==> config.mk <==
export PLATFORM = sky130hd
export DESIGN_NAME = multicycle_controller
export DESIGN_NICKNAME = d
export VERILOG_FILES = /design/src/rtl/multicycle_controller.sv
export SDC_FILE = /design/constraint.sdc
export NUM_CORES = 1
export LEC_CHECK = 0
export ABC_CLOCK_PERIOD_IN_PS = 5200
export BUFFER_PORTS_ARGS = -buffer_cell sky130_fd_sc_hd__buf_2
export CAP_MARGIN = 20
export CORE_MARGIN = 2
export CORE_UTILIZATION = 53
export DETAILED_ROUTE_END_ITERATION = 12
export GPL_TIMING_DRIVEN = 1
export PLACE_DENSITY = 0.84
export SETUP_SLACK_MARGIN = 0.5
export SYNTH_ARGS = -nofsm -noshare
export SYNTH_HDL_FRONTEND = slang
export SYNTH_SLANG_ARGS = --single-unit
==> constraint.sdc <==
create_clock -name clk -period 5.2 [get_ports clk]
set_input_delay 0.52 -clock clk [delete_from_list [all_inputs] [get_ports clk]]
set_output_delay 0.52 -clock clk [all_outputs]
set_load 0.02 [all_outputs]
==> src/rtl/multicycle_controller.sv <==
// Multicycle main control FSM: sequences fetch/decode/execute/memory/
// writeback, evaluates condition codes and paces the FPU.
module multicycle_controller #(
  parameter int FPU_LAT = 2
) (
  input  logic       clk,
  input  logic       reset,
  input  logic [1:0] Op,
  input  logic [5:0] Funct,
  input  logic [3:0] Rd,
  input  logic [3:0] Cond,
  input  logic [3:0] ALUFlags,
  input  logic [3:0] FPUFlags,
  output logic       PCWrite,
  output logic       AdrSrc,
  output logic       IRWrite,
  output logic       MemWrite,
  output logic       RegWrite,
  output logic       ALUSrcA,
  output logic [1:0] ALUSrcB,
  output logic [1:0] ResultSrc,
  output logic [1:0] ImmSrc,
  output logic [1:0] RegSrc,
  output logic [1:0] ALUControl,
  output logic [1:0] FPUControl,
  output logic       ResSrc,
  output logic       InstrDone
);

  typedef enum logic [3:0] {
    S_FETCH, S_DECODE, S_MEMADR, S_MEMRD, S_MEMWB, S_MEMWR,
    S_EXECR, S_EXECI, S_EXECF, S_ALUWB, S_BRANCH
  } state_t;

  localparam logic [3:0] LAT_M1 = 4'(FPU_LAT - 1);

  state_t     state_q, state_d, tgt;
  logic [3:0] flags_q, flags_d;
  logic [3:0] cnt_q, cnt_d;
  logic       condex_q, condex_d;
  logic       cond_ok;
  logic [1:0] aluctl_dec;
  logic       rd15;

  logic       pcwrite_q, pcwrite_d;
  logic       adrsrc_q, adrsrc_d;
  logic       irwrite_q, irwrite_d;
  logic       memwrite_q, memwrite_d;
  logic       regwrite_q, regwrite_d;
  logic       alusrca_q, alusrca_d;
  logic [1:0] alusrcb_q, alusrcb_d;
  logic [1:0] resultsrc_q, resultsrc_d;
  logic [1:0] aluctl_q, aluctl_d;
  logic       ressrc_q, ressrc_d;
  logic       done_q, done_d;

  assign rd15 = (Rd == 4'hF);

  // Condition evaluation against the stored NZCV flags
  always_comb begin
    cond_ok = 1'b0;
    unique case (Cond)
      4'h0: cond_ok = flags_q[2];
      4'h1: cond_ok = !flags_q[2];
      4'h2: cond_ok = flags_q[1];
      4'h3: cond_ok = !flags_q[1];
      4'h4: cond_ok = flags_q[3];
      4'h5: cond_ok = !flags_q[3];
      4'h6: cond_ok = flags_q[0];
      4'h7: cond_ok = !flags_q[0];
      4'h8: cond_ok = flags_q[1] & !flags_q[2];
      4'h9: cond_ok = !flags_q[1] | flags_q[2];
      4'hA: cond_ok = (flags_q[3] == flags_q[0]);
      4'hB: cond_ok = (flags_q[3] != flags_q[0]);
      4'hC: cond_ok = !flags_q[2] & (flags_q[3] == flags_q[0]);
      4'hD: cond_ok = flags_q[2] | (flags_q[3] != flags_q[0]);
      4'hE: cond_ok = 1'b1;
      4'hF: cond_ok = 1'b0;
    endcase
  end

  // Data-processing command to ALU operation; unknown commands add
  always_comb begin
    aluctl_dec = 2'b00;
    unique case (Funct[4:1])
      4'b0100: aluctl_dec = 2'b00;
      4'b0010: aluctl_dec = 2'b01;
      4'b0000: aluctl_dec = 2'b10;
      4'b1100: aluctl_dec = 2'b11;
      default: aluctl_dec = 2'b00;
    endcase
  end

  // Next state, FPU wait counter, condition latch and flag updates
  always_comb begin
    state_d  = state_q;
    cnt_d    = cnt_q;
    flags_d  = flags_q;
    condex_d = condex_q;
    unique case (state_q)
      S_FETCH:  state_d = S_DECODE;
      S_DECODE: begin
        condex_d = cond_ok;
        unique case (Op)
          2'b01:   state_d = S_MEMADR;
          2'b10:   state_d = S_BRANCH;
          2'b11:   state_d = S_EXECF;
          default: state_d = Funct[5] ? S_EXECI : S_EXECR;
        endcase
      end
      S_MEMADR: state_d = Funct[0] ? S_MEMRD : S_MEMWR;
      S_MEMRD:  state_d = S_MEMWB;
      S_EXECR, S_EXECI: begin
        state_d = S_ALUWB;
        if (Funct[0] && condex_q)
          flags_d = aluctl_dec[1]
                  ? {ALUFlags[3:2], flags_q[1:0]}
                  : ALUFlags;
      end
      S_EXECF: begin
        if (cnt_q == LAT_M1) begin
          state_d = S_ALUWB;
          cnt_d   = 4'd0;
          if (Funct[0] && condex_q)
            flags_d = FPUFlags;
        end else begin
          cnt_d = cnt_q + 4'd1;
        end
      end
      default:  state_d = S_FETCH;
    endcase
  end

  // Output decode for the state being entered, so outputs register
  // in step with the state; reset steers everything to FETCH
  always_comb begin
    tgt         = reset ? S_FETCH : state_d;
    pcwrite_d   = 1'b0;
    adrsrc_d    = 1'b0;
    irwrite_d   = 1'b0;
    memwrite_d  = 1'b0;
    regwrite_d  = 1'b0;
    alusrca_d   = 1'b0;
    alusrcb_d   = 2'b00;
    resultsrc_d = 2'b00;
    aluctl_d    = 2'b00;
    ressrc_d    = 1'b1;
    done_d      = 1'b0;
    unique case (tgt)
      S_FETCH: begin
        irwrite_d   = 1'b1;
        alusrca_d   = 1'b1;
        alusrcb_d   = 2'b10;
        resultsrc_d = 2'b10;
        pcwrite_d   = 1'b1;
      end
      S_DECODE: begin
        alusrca_d   = 1'b1;
        alusrcb_d   = 2'b10;
        resultsrc_d = 2'b10;
      end
      S_MEMADR: alusrcb_d = 2'b01;
      S_MEMRD:  adrsrc_d  = 1'b1;
      S_MEMWB: begin
        resultsrc_d = 2'b01;
        regwrite_d  = condex_d;
        pcwrite_d   = condex_d & rd15;
        done_d      = 1'b1;
      end
      S_MEMWR: begin
        adrsrc_d   = 1'b1;
        memwrite_d = condex_d;
        done_d     = 1'b1;
      end
      S_EXECR:  aluctl_d = aluctl_dec;
      S_EXECI: begin
        alusrcb_d = 2'b01;
        aluctl_d  = aluctl_dec;
      end
      S_EXECF:  ressrc_d = 1'b0;
      S_ALUWB: begin
        regwrite_d = condex_d;
        pcwrite_d  = condex_d & rd15;
        ressrc_d   = (state_q != S_EXECF);
        done_d     = 1'b1;
      end
      S_BRANCH: begin
        alusrcb_d   = 2'b01;
        resultsrc_d = 2'b10;
        pcwrite_d   = condex_d;
        done_d      = 1'b1;
      end
      default: ;
    endcase
  end

  // State, flags, counter, condition latch and registered outputs
  always_ff @(posedge clk) begin
    if (reset) begin
      state_q  <= S_FETCH;
      flags_q  <= 4'b0000;
      cnt_q    <= 4'd0;
      condex_q <= 1'b0;
    end else begin
      state_q  <= state_d;
      flags_q  <= flags_d;
      cnt_q    <= cnt_d;
      condex_q <= condex_d;
    end
    pcwrite_q   <= pcwrite_d;
    adrsrc_q    <= adrsrc_d;
    irwrite_q   <= irwrite_d;
    memwrite_q  <= memwrite_d;
    regwrite_q  <= regwrite_d;
    alusrca_q   <= alusrca_d;
    alusrcb_q   <= alusrcb_d;
    resultsrc_q <= resultsrc_d;
    aluctl_q    <= aluctl_d;
    ressrc_q    <= ressrc_d;
    done_q      <= done_d;
  end

  // Write enables are blocked for the whole cycle reset is high
  assign PCWrite    = pcwrite_q & ~reset;
  assign IRWrite    = irwrite_q & ~reset;
  assign MemWrite   = memwrite_q & ~reset;
  assign RegWrite   = regwrite_q & ~reset;
  assign AdrSrc     = adrsrc_q;
  assign ALUSrcA    = alusrca_q;
  assign ALUSrcB    = alusrcb_q;
  assign ResultSrc  = resultsrc_q;
  assign ALUControl = aluctl_q;
  assign ResSrc     = ressrc_q;
  assign InstrDone  = done_q;
  assign ImmSrc     = Op;
  assign RegSrc     = {Op == 2'b01, Op == 2'b10};
  assign FPUControl = Funct[2:1];

endmodule

# Word-level counts from Yosys, hierarchy flattened
# Cells that the tools add are included.
op_classes:
  n_mux: 23
  bitwise_logic: 10
  eq_ne: 45
  addsub: 1
  n_reduce_logical: 20
op_table:
  columns: ["operator", "count"]
  rows:
  - ["4-bit equality test, second input constant", 14]
  - ["4-bit by 3-bit equality test with 1-bit output, second input constant", 10]
  - ["4-bit by 2-bit equality test with 1-bit output, second input constant", 7]
  - ["4-bit two-way mux", 6]
  - ["4-bit case mux with 6 select lines", 1]
  - ["4-bit by 1-bit equality test with 1-bit output, second input constant", 4]
  - ["4-bit zero test", 4]
  - ["1-bit case mux with 16 select lines", 1]
  - ["4-bit case mux with 3 select lines", 1]
  - ["2-bit OR reduction", 5]
  - ["2-bit != test, second input constant", 4]
  - ["2-bit case mux with 2 select lines", 2]
  - ["4-bit case mux with 2 select lines", 1]
  - ["1-bit AND", 7]
  - ["1-bit two-way mux", 6]
  - ["2-bit case mux with 3 select lines", 1]
  - ["3-bit OR reduction", 2]
  - ["5-bit AND reduction", 1]
  - ["4-bit by 1-bit adder with 4-bit output, second input constant", 1]
  - ["2-bit equality test, second input constant", 2]
  - ["1-bit zero test", 4]
  - ["4-bit != test, second input constant", 1]
  - ["4-bit AND reduction", 1]
  - ["4-bit OR reduction", 1]
  - ["other kinds (11)", 12]
word_totals:
  out_inout_bits: 20
  elab_cells: 115
  reg_bits: 27

# Logic depth before layout (Yosys ltp)
# Gate-level depths: netlist of the first run.
logic_depth:
  ltp_word: 7
  mapped_depth: 7
  ltp_nobuf: 6

# Least setup slack after synthesis of the first run
# OpenSTA, ideal clock, no wires.
synth_path:
  path_kind: "input port to flip-flop"
  from: "input Op[0]"
  to: "register pcwrite_q"
  setup_slack_ps: 3198
  setup_ps: 75
  arrival_ps: 1927
  path_buffers: 0
  stages: 5
  cell_sequence: "or4b_1 > a211o_1 > a211oi_1 > o211ai_1 > a22oi_2"
synth_between:
  elab_chain_cells: 7
  elab_cells_between_ends: 12
  cone_classes: "6 x eq/ne; 4 x mux; 2 x reduce/logical"
synth_lines:
  columns: ["item", "line", "text"]
  rows:
  - ["from (decl)", "8", "input logic [1:0] Op,"]
  - ["2-bit equality test / 2-bit by 1-bit equality test with 1-bit output (equally long branches)", "104", "unique case (Op)"]
  - ["4-bit case mux with 3 select lines *", "104", null]
  - ["4-bit case mux with 6 select lines *", "100", "unique case (state_q)"]
  - ["4-bit two-way mux *", null, null]
  - ["4-bit equality test / 4-bit by 3-bit equality test with 1-bit output (equally long branches)", "149", "unique case (tgt)"]
  - ["2-bit OR reduction (no line)", null, null]
  - ["1-bit case mux with 3 select lines *", "149", null]
  - ["named net pcwrite_d", "45", "logic pcwrite_q, pcwrite_d;"]
  - ["to (signal assigned)", "210", "pcwrite_q <= pcwrite_d;"]
  - ["to (decl)", "45", null]
# The timed path passes the listed nets; every way through them passes the cells marked *.
# A chain may end at the register's enable or synchronous reset.

# Worst setup path after layout of the first run
layout_path:
  from: "register state_q[3]"
  to: "register flags_q[0]"
layout_between:
  elab_chain_cells: 4
  elab_cells_between_ends: 11
  cone_classes: "7 x eq/ne; 1 x mux; 3 x reduce/logical"
layout_lines:
  columns: ["item", "line", "text"]
  rows:
  - ["from (decl)", "37", "state_t state_q, state_d, tgt;"]
  - ["from (signal assigned)", "205", "state_q <= state_d;"]
  - ["4-bit by 3-bit equality test with 1-bit output", "100", null]
  - ["2-bit OR reduction", "100", null]
  - ["2-bit != test (no line) / 2-bit nonzero test (equally long branches)", null, null]
  - ["5-bit AND reduction (no line)", null, null]
  - ["to (signal assigned)", "206", "flags_q <= flags_d;"]
  - ["to (decl)", "38", "logic [3:0] flags_q, flags_d;"]
# Several ways; a longest one is shown, not always the timed one.

==> impl_metrics.yaml, run 1 <==
worst_setup_path:
  critical_path_depth: 6
  rr_worst_depth: 6
  cp.buffers_inverters: 1
  max_stage_delay_ns: 0.67
  cp_top_family: "simple AND/OR/NAND/NOR gates"
  worst_r2r_endpoint: "flags_q[0]"
  cp-start-kind: "flop"
  reg2reg_from: "state_q[3]"
  cp-end-kind: "flop"
  crit_fanout: 10
  regToRegSetupSlack_ns: 2.98
  worstSetupPathType: "flop to flop"
  crit_chain: "nor4b_2, buf_4, a21o_1, o2111a_1, nor2_1, a211oi_1"
  required_ns: 5.47
  cp_data_arrival_time_ns: 2.49
  slowest_stage: "nor4b_2"
global_routing:
  grt_use_total: 0.228
  grt-ovfl-total: 0
  grt_start_max_net_pins: 17
  grt_pass1_wl_um: 4750
  antenna_found_initial: 0
  grt_pass1_vias: 1121
timing:
  clock_skew_ns: 0.00470
  rsz0062_at_grt: "false"
  timing.hold.ws_ns: 0.351
  final_max_slew_viol_count: 0
  period_needed_ns: 2.22
  hold_violations: 0
  slew-limit-headroom: 0.500
  max_freq_mhz: 450
  setup_tns_ns: 0
  tightest_slew_ns: 0.747
  finalSetupViolCount: 0
  period_share: 0.427
final_layout:
  fin_util: 0.653
  nets: 209
  num_antenna_cells: 0
  multiInputGateArea_um2: 723
  drive_above_1_share: 0.324
  area_delta_synth_final_pct: 19.0
  fillers: 207
  finalInstanceArea_um2: 1570
  seqCellArea_um2: 520
yosys:
  synth_cells: 143
  netlist.top_cell.by_area: "dfxtp_1"
  synth-edff-count: 0
  synthDistinctLibCells: 44
  synth_area_leaders: "dfxtp_1 39%, mux2i_1 4.5%, nor2_1 4.3%, a211oi_1 3.4%, nor2b_1 3.3%"
  synthesis.nets: 169
  post_synth.cell_area_avg_um2: 9.25
  synth_flop_cell: "dfxtp_1"
  asyncSetResetFlopFracSynth: 0
  ys.warnings.count: 0
  syn-cell-area_um2: 1320
  ys_seq_area_frac: 0.394
  ys_ff_latch: 26
  netlist.area_leader.share: 0.394
die:
  die_w_um: 54.0
  die_h_um: 54.0
  io_pins: 46
  rows: 18
  core_area_um2: 2410
  dieArea_um2: 2910
  start_util: 0.549
hold_path:
  worstHoldEndpoint: "ALUControl[0]"
  min-delay-path-class: "input port to flop"
  min_from: "Funct[1]"
  hold_depth: 2
pwr:
  power.density_nw_per_um2: 363
  combPwrFrac: 0.320
  internal_power_uw: 377
  p_sw_uw: 194
  seqPwrFrac: 0.428
  power.share.clock: 0.253
  p_leak_uw: 0.000653
  p_sw_frac: 0.340
  ir_worst_vdd_v: 0.000214
outcome:
  status: "finished, final reports clean"
cts:
  cts_tree: "done"
  clkTransAtPathRegs_ns: 0.15
  cts_resized: 0
  cts_setup_buffers: 0
  cts_buffers: 3
  htree_num_levels: 1
  clock-root-buffer: "clkbuf_4"
  cts_hold_buf: 0
  clock_sinks: 26
  clock_latency_ns: 0.34
  cts.path.max_buffers: 2
placed_design:
  gp_congestion: 0.872
  placed_cell_area_um2: 1520
  dpl.hpwl_um: 2270
  port-buffer-count: 45
drt:
  first_iter_violations: 33
  avgRoutedWirePerCell_um: 14.0
  drtPass1Iterations: 4
  drt_drc_violations_left: 0
  wl_um: 2970
  viasPerCell: 5.86
  ant_nets: 0
  vias: 1242
flow_run:
  cap_violations: 0
[sequential cells by signal (all words and copies together), names as in the netlist]
| signal | cells |
|---|---|
| ALUSrcA | 1 |
| ResultSrc | 2 |
| cnt_q | 4 |
| AdrSrc | 1 |
| ResSrc | 1 |
| state_q | 4 |
| memwrite_q | 1 |
| regwrite_q | 1 |
| irwrite_q | 1 |
| condex_q | 1 |
| pcwrite_q | 1 |
| ALUSrcB | 1 |
| ALUControl | 2 |
| flags_q | 4 |
| InstrDone | 1 |
[power by group through the flow]
stage	clock network, uW	registers [uW]	logic [uW]
floorplan	0	256	128
global placement	0	246	175
detailed placement	0	248	180
CTS	143	244	181
global route	149	249	200
finish	144	244	183
[placed cells by master (no fill, tap or decap), drive strengths merged, types with 3 or more instances in the layout]
cell | netlist | final
buf | 8 | 46
a21oi | 6 | 6
or3 | 3 | 3
nand2 | 6 | 6
xnor2 | 4 | 4
clkbuf | 3 | 3
nand2b | 3 | 3
nor2b | 7 | 7
nor4b | 6 | 6
a211oi | 6 | 6
nor2 | 16 | 16
o21ai | 5 | 5
mux2i | 6 | 6
dfxtp | 26 | 26
nor3 | 5 | 5
o211ai | 3 | 3
nand3b | 3 | 3
[kinds of logic (layout without fill, tap and decap cells)]
group,count (synthesis),after routing,share of synthesized area
buffers and inverters,13,52,0.0596
and+or+nand+nor,62,62,0.285
muxes,7,7,0.0624
DFF,26,26,0.394
AOI/OAI and AO/OA,29,29,0.160
xor gates and xnor gates,6,6,0.0397
[cell usage after synthesis (2+ instances only)]
cell and instances:
nor2b_1 7, buf_4 5, dfxtp_1 26, xor2_1 2, xnor2_1 4, inv_1 2
nor4b_2 2, nand3_1 2, and2_1 2, nor3_1 5, nand3b_1 3, clkbuf_1 2
nor2_1 15, o21ai_0 5, nand2_1 6, a21oi_1 6, a211oi_1 6, mux2i_1 6
buf_2 2, nand2b_1 3, o211ai_1 3, nor4b_1 4, and3b_1 2, or3_1 3
[cell type report]
cell class,instances,share of cell area
timing repair buffer,46,0.148
tap,30,0.0238
multi-input combinational,104,0.459
inverter,2,0.00477
clock inverter,1,0.0191
clock buffer,3,0.0143
sequential,26,0.331
[worst max path at each step]
stage,startpoint,end
2_1_floorplan,Op[0],pcwrite_q
3_3_place_gp,state_q[3],pcwrite_q
3_5_place_dp,Op[0],pcwrite_q
4_1_cts,state_q[3],flags_q[0]
5_1_grt,state_q[3],flags_q[0]
6_report,state_q[3],flags_q[0]
[per-stage QoR]
step                power (uW)  instances  setup slack, ns
detailed placement         428        208             2.94
global placement           422        207             2.87
CTS                        568        212             2.98
floorplan                  385        143             3.20
global route               597        212             2.79
finish                     571        212             2.98
[routing by layer]
metal  GRT usage  vias to the layer above  wire length (um)
met3      0.0333                        7               304
met1       0.273                      569              1200
li1            -                      597                 -
met5           0                        -                 0
met2       0.392                       69              1400
met4       0.115                        0                68
No activity file was read; power rests on OpenSTA's default activity.
==> inputs of run 2 (changes only) <==
--- a/config.mk
+++ b/config.mk
@@ -5,14 +5,14 @@
 export SDC_FILE = /design/constraint.sdc
 export NUM_CORES = 1
 export LEC_CHECK = 0
-export ABC_CLOCK_PERIOD_IN_PS = 5200
+export ABC_CLOCK_PERIOD_IN_PS = 2200
 export BUFFER_PORTS_ARGS = -buffer_cell sky130_fd_sc_hd__buf_2
 export CAP_MARGIN = 20
 export CORE_MARGIN = 2
-export CORE_UTILIZATION = 53
+export CORE_UTILIZATION = 49
 export DETAILED_ROUTE_END_ITERATION = 12
 export GPL_TIMING_DRIVEN = 1
-export PLACE_DENSITY = 0.84
+export PLACE_DENSITY = 0.79
 export SETUP_SLACK_MARGIN = 0.5
 export SYNTH_ARGS = -nofsm -noshare
 export SYNTH_HDL_FRONTEND = slang
==> constraint.sdc (replaced) <==
create_clock -name clk -period 2.2 [get_ports clk]
set_input_delay 0.22 -clock clk [delete_from_list [all_inputs] [get_ports clk]]
set_output_delay 0.22 -clock clk [all_outputs]
set_load 0.02 [all_outputs]
==> run 2 against run 1 <==
Compared with the run above: global-route usage fell by 1.6 points; register-to-register slack got worse by 2.7 ns; first-iteration DRC count rose by 24%; wire length rose by 33%; hold slack got worse by 0.27 ns; clock power rose by 130%; maximum frequency rose by 15%; sequential cell count did not move; critical path type unchanged; sequential power rose by 140%.
==> impl_metrics.yaml, run 2 (synthesis results as in run 1) <==
outcome:
  status: "finished, final reports clean"
global_routing:
  grt_start_max_net_pins: 17
  grt_pass1_vias: 1252
  grt-ovfl-total: 0
  grt_use_total: 0.212
  antenna_found_initial: 0
  grt_pass1_wl_um: 5380
cts:
  clock_sinks: 26
  cts_buffers: 3
  clock-root-buffer: "clkbuf_4"
  htree_num_levels: 1
  clock_latency_ns: 0.32
  cts_hold_buf: 0
  clkTransAtPathRegs_ns: 0.14
  cts_tree: "done"
  cts.path.max_buffers: 2
final_layout:
  mostFrequentLayoutCells: "45 x buf_2, 22 x dfxtp_1, 16 x buf_4"
  drive_above_1_share: 0.530
  fin_util: 0.765
  area_delta_synth_final_pct: 46.0
  num_antenna_cells: 0
  nets: 227
  reg.largest.list: "cnt_q x4, flags_q x4, state_q x4"
  final_common_cell: "buf_2"
worst_setup_path:
  cp-start-kind: "flop"
  crit_fanout: 5
  cp_data_arrival_time_ns: 2.20
  cp-end-kind: "flop"
  slowest_stage: "or4b_4"
  crit_chain: "or4b_4, a211o_1, a211oi_4, o211ai_1, a22oi_2"
  required_ns: 2.46
  max_stage_delay_ns: 0.53
  worstSetupPathType: "flop to flop"
  cp.buffers_inverters: 0
  cp_top_family: "compound AO/OA/AOI/OAI gates"
timing:
  setup_tns_ns: 0
  rsz0062_at_grt: "true"
  tightest_slew_ns: 0.597
  period_share: 0.880
  final_max_slew_viol_count: 0
  finalSetupViolCount: 0
  max_freq_mhz: 517
  clock_skew_ns: 0.00263
  timing.hold.ws_ns: 0.0823
  hold_violations: 0
  period_needed_ns: 1.94
  slew-limit-headroom: 0.598
placed_design:
  gp_congestion: 0.898
  dpl.hpwl_um: 2330
  port-buffer-count: 45
die:
  rows: 18
  die_w_um: 56.0
  io_pins: 46
  start_util: 0.524
  core_area_um2: 2520
  die_h_um: 56.0
  dieArea_um2: 3130
drt:
  vias: 1366
  viasPerCell: 5.94
  ant_nets: 0
  wl_um: 3940
  drt_drc_violations_left: 0
  first_iter_violations: 41
  avgRoutedWirePerCell_um: 17.1
  drtPass1Iterations: 4
pwr:
  power.density_nw_per_um2: 831
  ir_worst_vdd_v: 0.000736
  p_leak_uw: 0.000811
hold_path:
  min-delay-path-class: "input port to flop"
flow_run:
  cap_violations: 0
[run 2: cell count changes in the layout (fill, tap and decap cells not counted), moves of 4 or more]
| cell | previous run | this run |
|---|---|---|
| nor4b_1 | 4 | 0 |
| dfxtp_1 | 26 | 22 |
| buf_4 | 1 | 16 |
| dfxtp_4 | 0 | 4 |
[run 2: routing by layer]
layer | vias up | wire length [um] | GRT usage
met5 | - | 0 | 0
met4 | 0 | 102 | 0.0816
met3 | 15 | 264 | 0.0349
met2 | 71 | 2010 | 0.400
met1 | 652 | 1570 | 0.235
li1 | 628 | - | -
[run 2: power breakdown]
part           internal, uW  switching, uW
Combinational           320            370
Clock                   184            143
Sequential              537           49.8
Total                  1040            563
[run 2: final timing paths]
path                            startpoint       endpoint  slack [ns]  cells after the start
worst max register to register  state_q[1]      pcwrite_q        0.26                      5
worst min-delay path              Funct[1]  ALUControl[0]        0.08                      2
worst max-delay path            state_q[1]      pcwrite_q        0.26                      5
worst min register to register  flags_q[2]     flags_q[2]        0.52                      2
[run 2: what timing repair did]
| item | CTS | global route |
|---|---|---|
| hold endpoints to repair | 0 | 0 |
| resized for setup | 9 | 35 |
| pin swaps | 7 | 15 |
| setup buffers | 3 | 14 |
| setup endpoints to repair | 17 | 21 |
[run 2: cell type report]
cell class / count / area, um^2
Fill cell: 174 / 592
Clock buffer: 3 / 22.5
Sequential cell: 26 / 536
Clock inverter: 1 / 30.0
Timing Repair Buffer: 64 / 400
Tap cell: 30 / 37.5
Multi-Input combinational cell: 104 / 897
Inverter: 2 / 7.51
[run 2: metrics by stage]
stage / setup slack (ns) / total power [uW] / cell area, um^2 / std cells
after floorplan: 0.463 / 914 / 1330 / 143
after global placement: 0.326 / 1010 / 1530 / 209
after detailed placement: 0.237 / 1030 / 1530 / 209
after CTS: 0.349 / 1390 / 1640 / 216
after global routing: 0.191 / 1670 / 1930 / 230
final: 0.264 / 1600 / 1930 / 230
==> inputs of run 3 (changes only) <==
--- a/config.mk
+++ b/config.mk
@@ -5,7 +5,6 @@
 export SDC_FILE = /design/constraint.sdc
 export NUM_CORES = 1
 export LEC_CHECK = 0
-export ABC_CLOCK_PERIOD_IN_PS = 2200
 export BUFFER_PORTS_ARGS = -buffer_cell sky130_fd_sc_hd__buf_2
 export CAP_MARGIN = 20
 export CORE_MARGIN = 2
==> constraint.sdc (replaced) <==
create_clock -name clk -period 2.1 [get_ports clk]
set_input_delay 0.21 -clock clk [delete_from_list [all_inputs] [get_ports clk]]
set_output_delay 0.21 -clock clk [all_outputs]
set_load 0.02 [all_outputs]
==> run 3 against run 2 <==
Compared with the run above: die area unchanged; largest power group unchanged; global-route usage up 0.15 points; maximum frequency up 0.87%; register-to-register slack worse by 0.08 ns; non-clock buffer count up 5; hold slack worse by 0.035 ns; wire length down 3.8%.
==> impl_metrics.yaml, run 3 (synthesis results as in run 1) <==
drt:
  viasPerCell: 5.83
  ant_nets: 0
  drtPass1Iterations: 4
  first_iter_violations: 37
  avgRoutedWirePerCell_um: 16.2
  vias: 1364
  wl_um: 3790
  drt_drc_violations_left: 0
timing:
  period_needed_ns: 1.92
  final_max_slew_viol_count: 0
  rsz0062_at_grt: "true"
  hold_violations: 0
  max_freq_mhz: 521
  finalSetupViolCount: 0
  clock_skew_ns: 0.00927
  slew-limit-headroom: 0.686
  setup_tns_ns: 0
  period_share: 0.914
  tightest_slew_ns: 0.469
final_layout:
  mostFrequentLayoutCells: "46 x buf_2, 22 x dfxtp_1, 14 x buf_4"
  num_antenna_cells: 0
  nets: 232
  fin_util: 0.769
  layoutNonFillerInstCount: 234
  fillers: 169
  area_delta_synth_final_pct: 46.7
  reg.largest.list: "cnt_q x4, flags_q x4, state_q x4"
  final_common_cell: "buf_2"
  drive_above_1_share: 0.539
worst_setup_path:
  worstSetupPathType: "flop to flop"
  cp-end-kind: "flop"
  crit_fanout: 6
  rr_worst_depth: 6
  cp-start-kind: "flop"
  reg2reg_from: "state_q[1]"
  slowest_stage: "or4b_4"
  crit_chain: "or4b_4, o32a_1, buf_6, nor2_4, nand2_2, nor3_2"
  worst_r2r_endpoint: "memwrite_q"
  max_stage_delay_ns: 0.59
  required_ns: 2.37
  regToRegSetupSlack_ns: 0.18
  cp_data_arrival_time_ns: 2.19
global_routing:
  grt_start_max_net_pins: 17
  antenna_found_initial: 0
  grt_pass1_wl_um: 5350
  grt_pass1_vias: 1267
  grt-ovfl-total: 0
  grt_use_total: 0.213
die:
  dieArea_um2: 3130
  core_area_um2: 2520
  die_h_um: 56.0
  rows: 18
  die_w_um: 56.0
  io_pins: 46
  start_util: 0.524
cts:
  htree_num_levels: 1
  clock_latency_ns: 0.33
  cts_tree: "done"
  cts_buffers: 3
  cts_hold_buf: 0
  clock_sinks: 26
  cts.path.max_buffers: 2
  clock-root-buffer: "clkbuf_4"
  clkTransAtPathRegs_ns: 0.14
outcome:
  status: "finished, final reports clean"
placed_design:
  gp_congestion: 0.930
  dpl.cell_count: 209
  port-buffer-count: 45
  dpl.hpwl_um: 2170
pwr:
  power.density_nw_per_um2: 801
  p_leak_uw: 0.000818
  ir_worst_vdd_v: 0.000857
hold_path:
  min-delay-path-class: "input port to flop"
  min_from: "Funct[1]"
  worstHoldEndpoint: "ALUControl[0]"
  hold_depth: 2
flow_run:
  cap_violations: 0
-- run 3: through the flow --
| stage | cell area, um^2 | hold WS, ns | total power [uW] | setup slack, ns |
|---|---|---|---|---|
| CTS | 1710 | 0.0600 | 1370 | 0.269 |
| global placement | 1540 | 0.402 | 1070 | 0.268 |
| finish | 1940 | 0.0470 | 1550 | 0.181 |
| detailed placement | 1540 | 0.410 | 1080 | 0.216 |
| floorplan | 1340 | 0.288 | 977 | 0.363 |
| global route | 1940 | 0.0397 | 1630 | 0.104 |
-- run 3: worst max-delay path by stage --
| stage | from | endpoint | slack, ns | cells past startpoint |
|---|---|---|---|---|
| 2_1_floorplan | state_q[1] | pcwrite_q | 0.36 | 4 |
| 3_3_place_gp | state_q[1] | pcwrite_q | 0.27 | 5 |
| 3_5_place_dp | state_q[1] | pcwrite_q | 0.22 | 5 |
| 4_1_cts | state_q[1] | memwrite_q | 0.27 | 5 |
| 5_1_grt | state_q[1] | pcwrite_q | 0.10 | 6 |
| 6_report | state_q[1] | memwrite_q | 0.18 | 6 |
-- run 3: repair_timing --
item	CTS	global route
setup endpoints to repair	22	25
pin swaps	9	19
resized for setup	18	31
setup buffers	10	12
-- run 3: where the power goes --
| group | leakage [uW] | switching, uW | internal (uW) |
|---|---|---|---|
| combinational | 0.000590 | 372 | 347 |
| sequential | 0.000214 | 57.3 | 562 |
| clock | 0.0000138 | 149 | 67.6 |
| total | 0.000818 | 578 | 977 |
-- run 3: cell type report --
cell class | instances | area [um^2] | share of cell area
well taps | 30 | 37.5 | 0.0193
inverters | 2 | 10.0 | 0.00516
clock buffers | 3 | 22.5 | 0.0116
multi-input cells | 104 | 890 | 0.458
flip-flops and latches | 26 | 533 | 0.275
repair buffers | 69 | 448 | 0.231
-- run 3: routing by layer --
| layer | global-route usage | vias to the layer above | wire, um |
|---|---|---|---|
| met5 | 0 | - | 0 |
| met4 | 0.0884 | 0 | 129 |
| met3 | 0.0674 | 13 | 257 |
| met2 | 0.396 | 61 | 1910 |
| met1 | 0.219 | 648 | 1490 |
| li1 | - | 642 | - |
-- run 3: critical path, delay by kind of cell, from the launching register on --
family	cells	cell delay, ns
buf+inv	1	0.15
flops	1	0.40
compound gates	1	0.27
simple gates	4	1.03
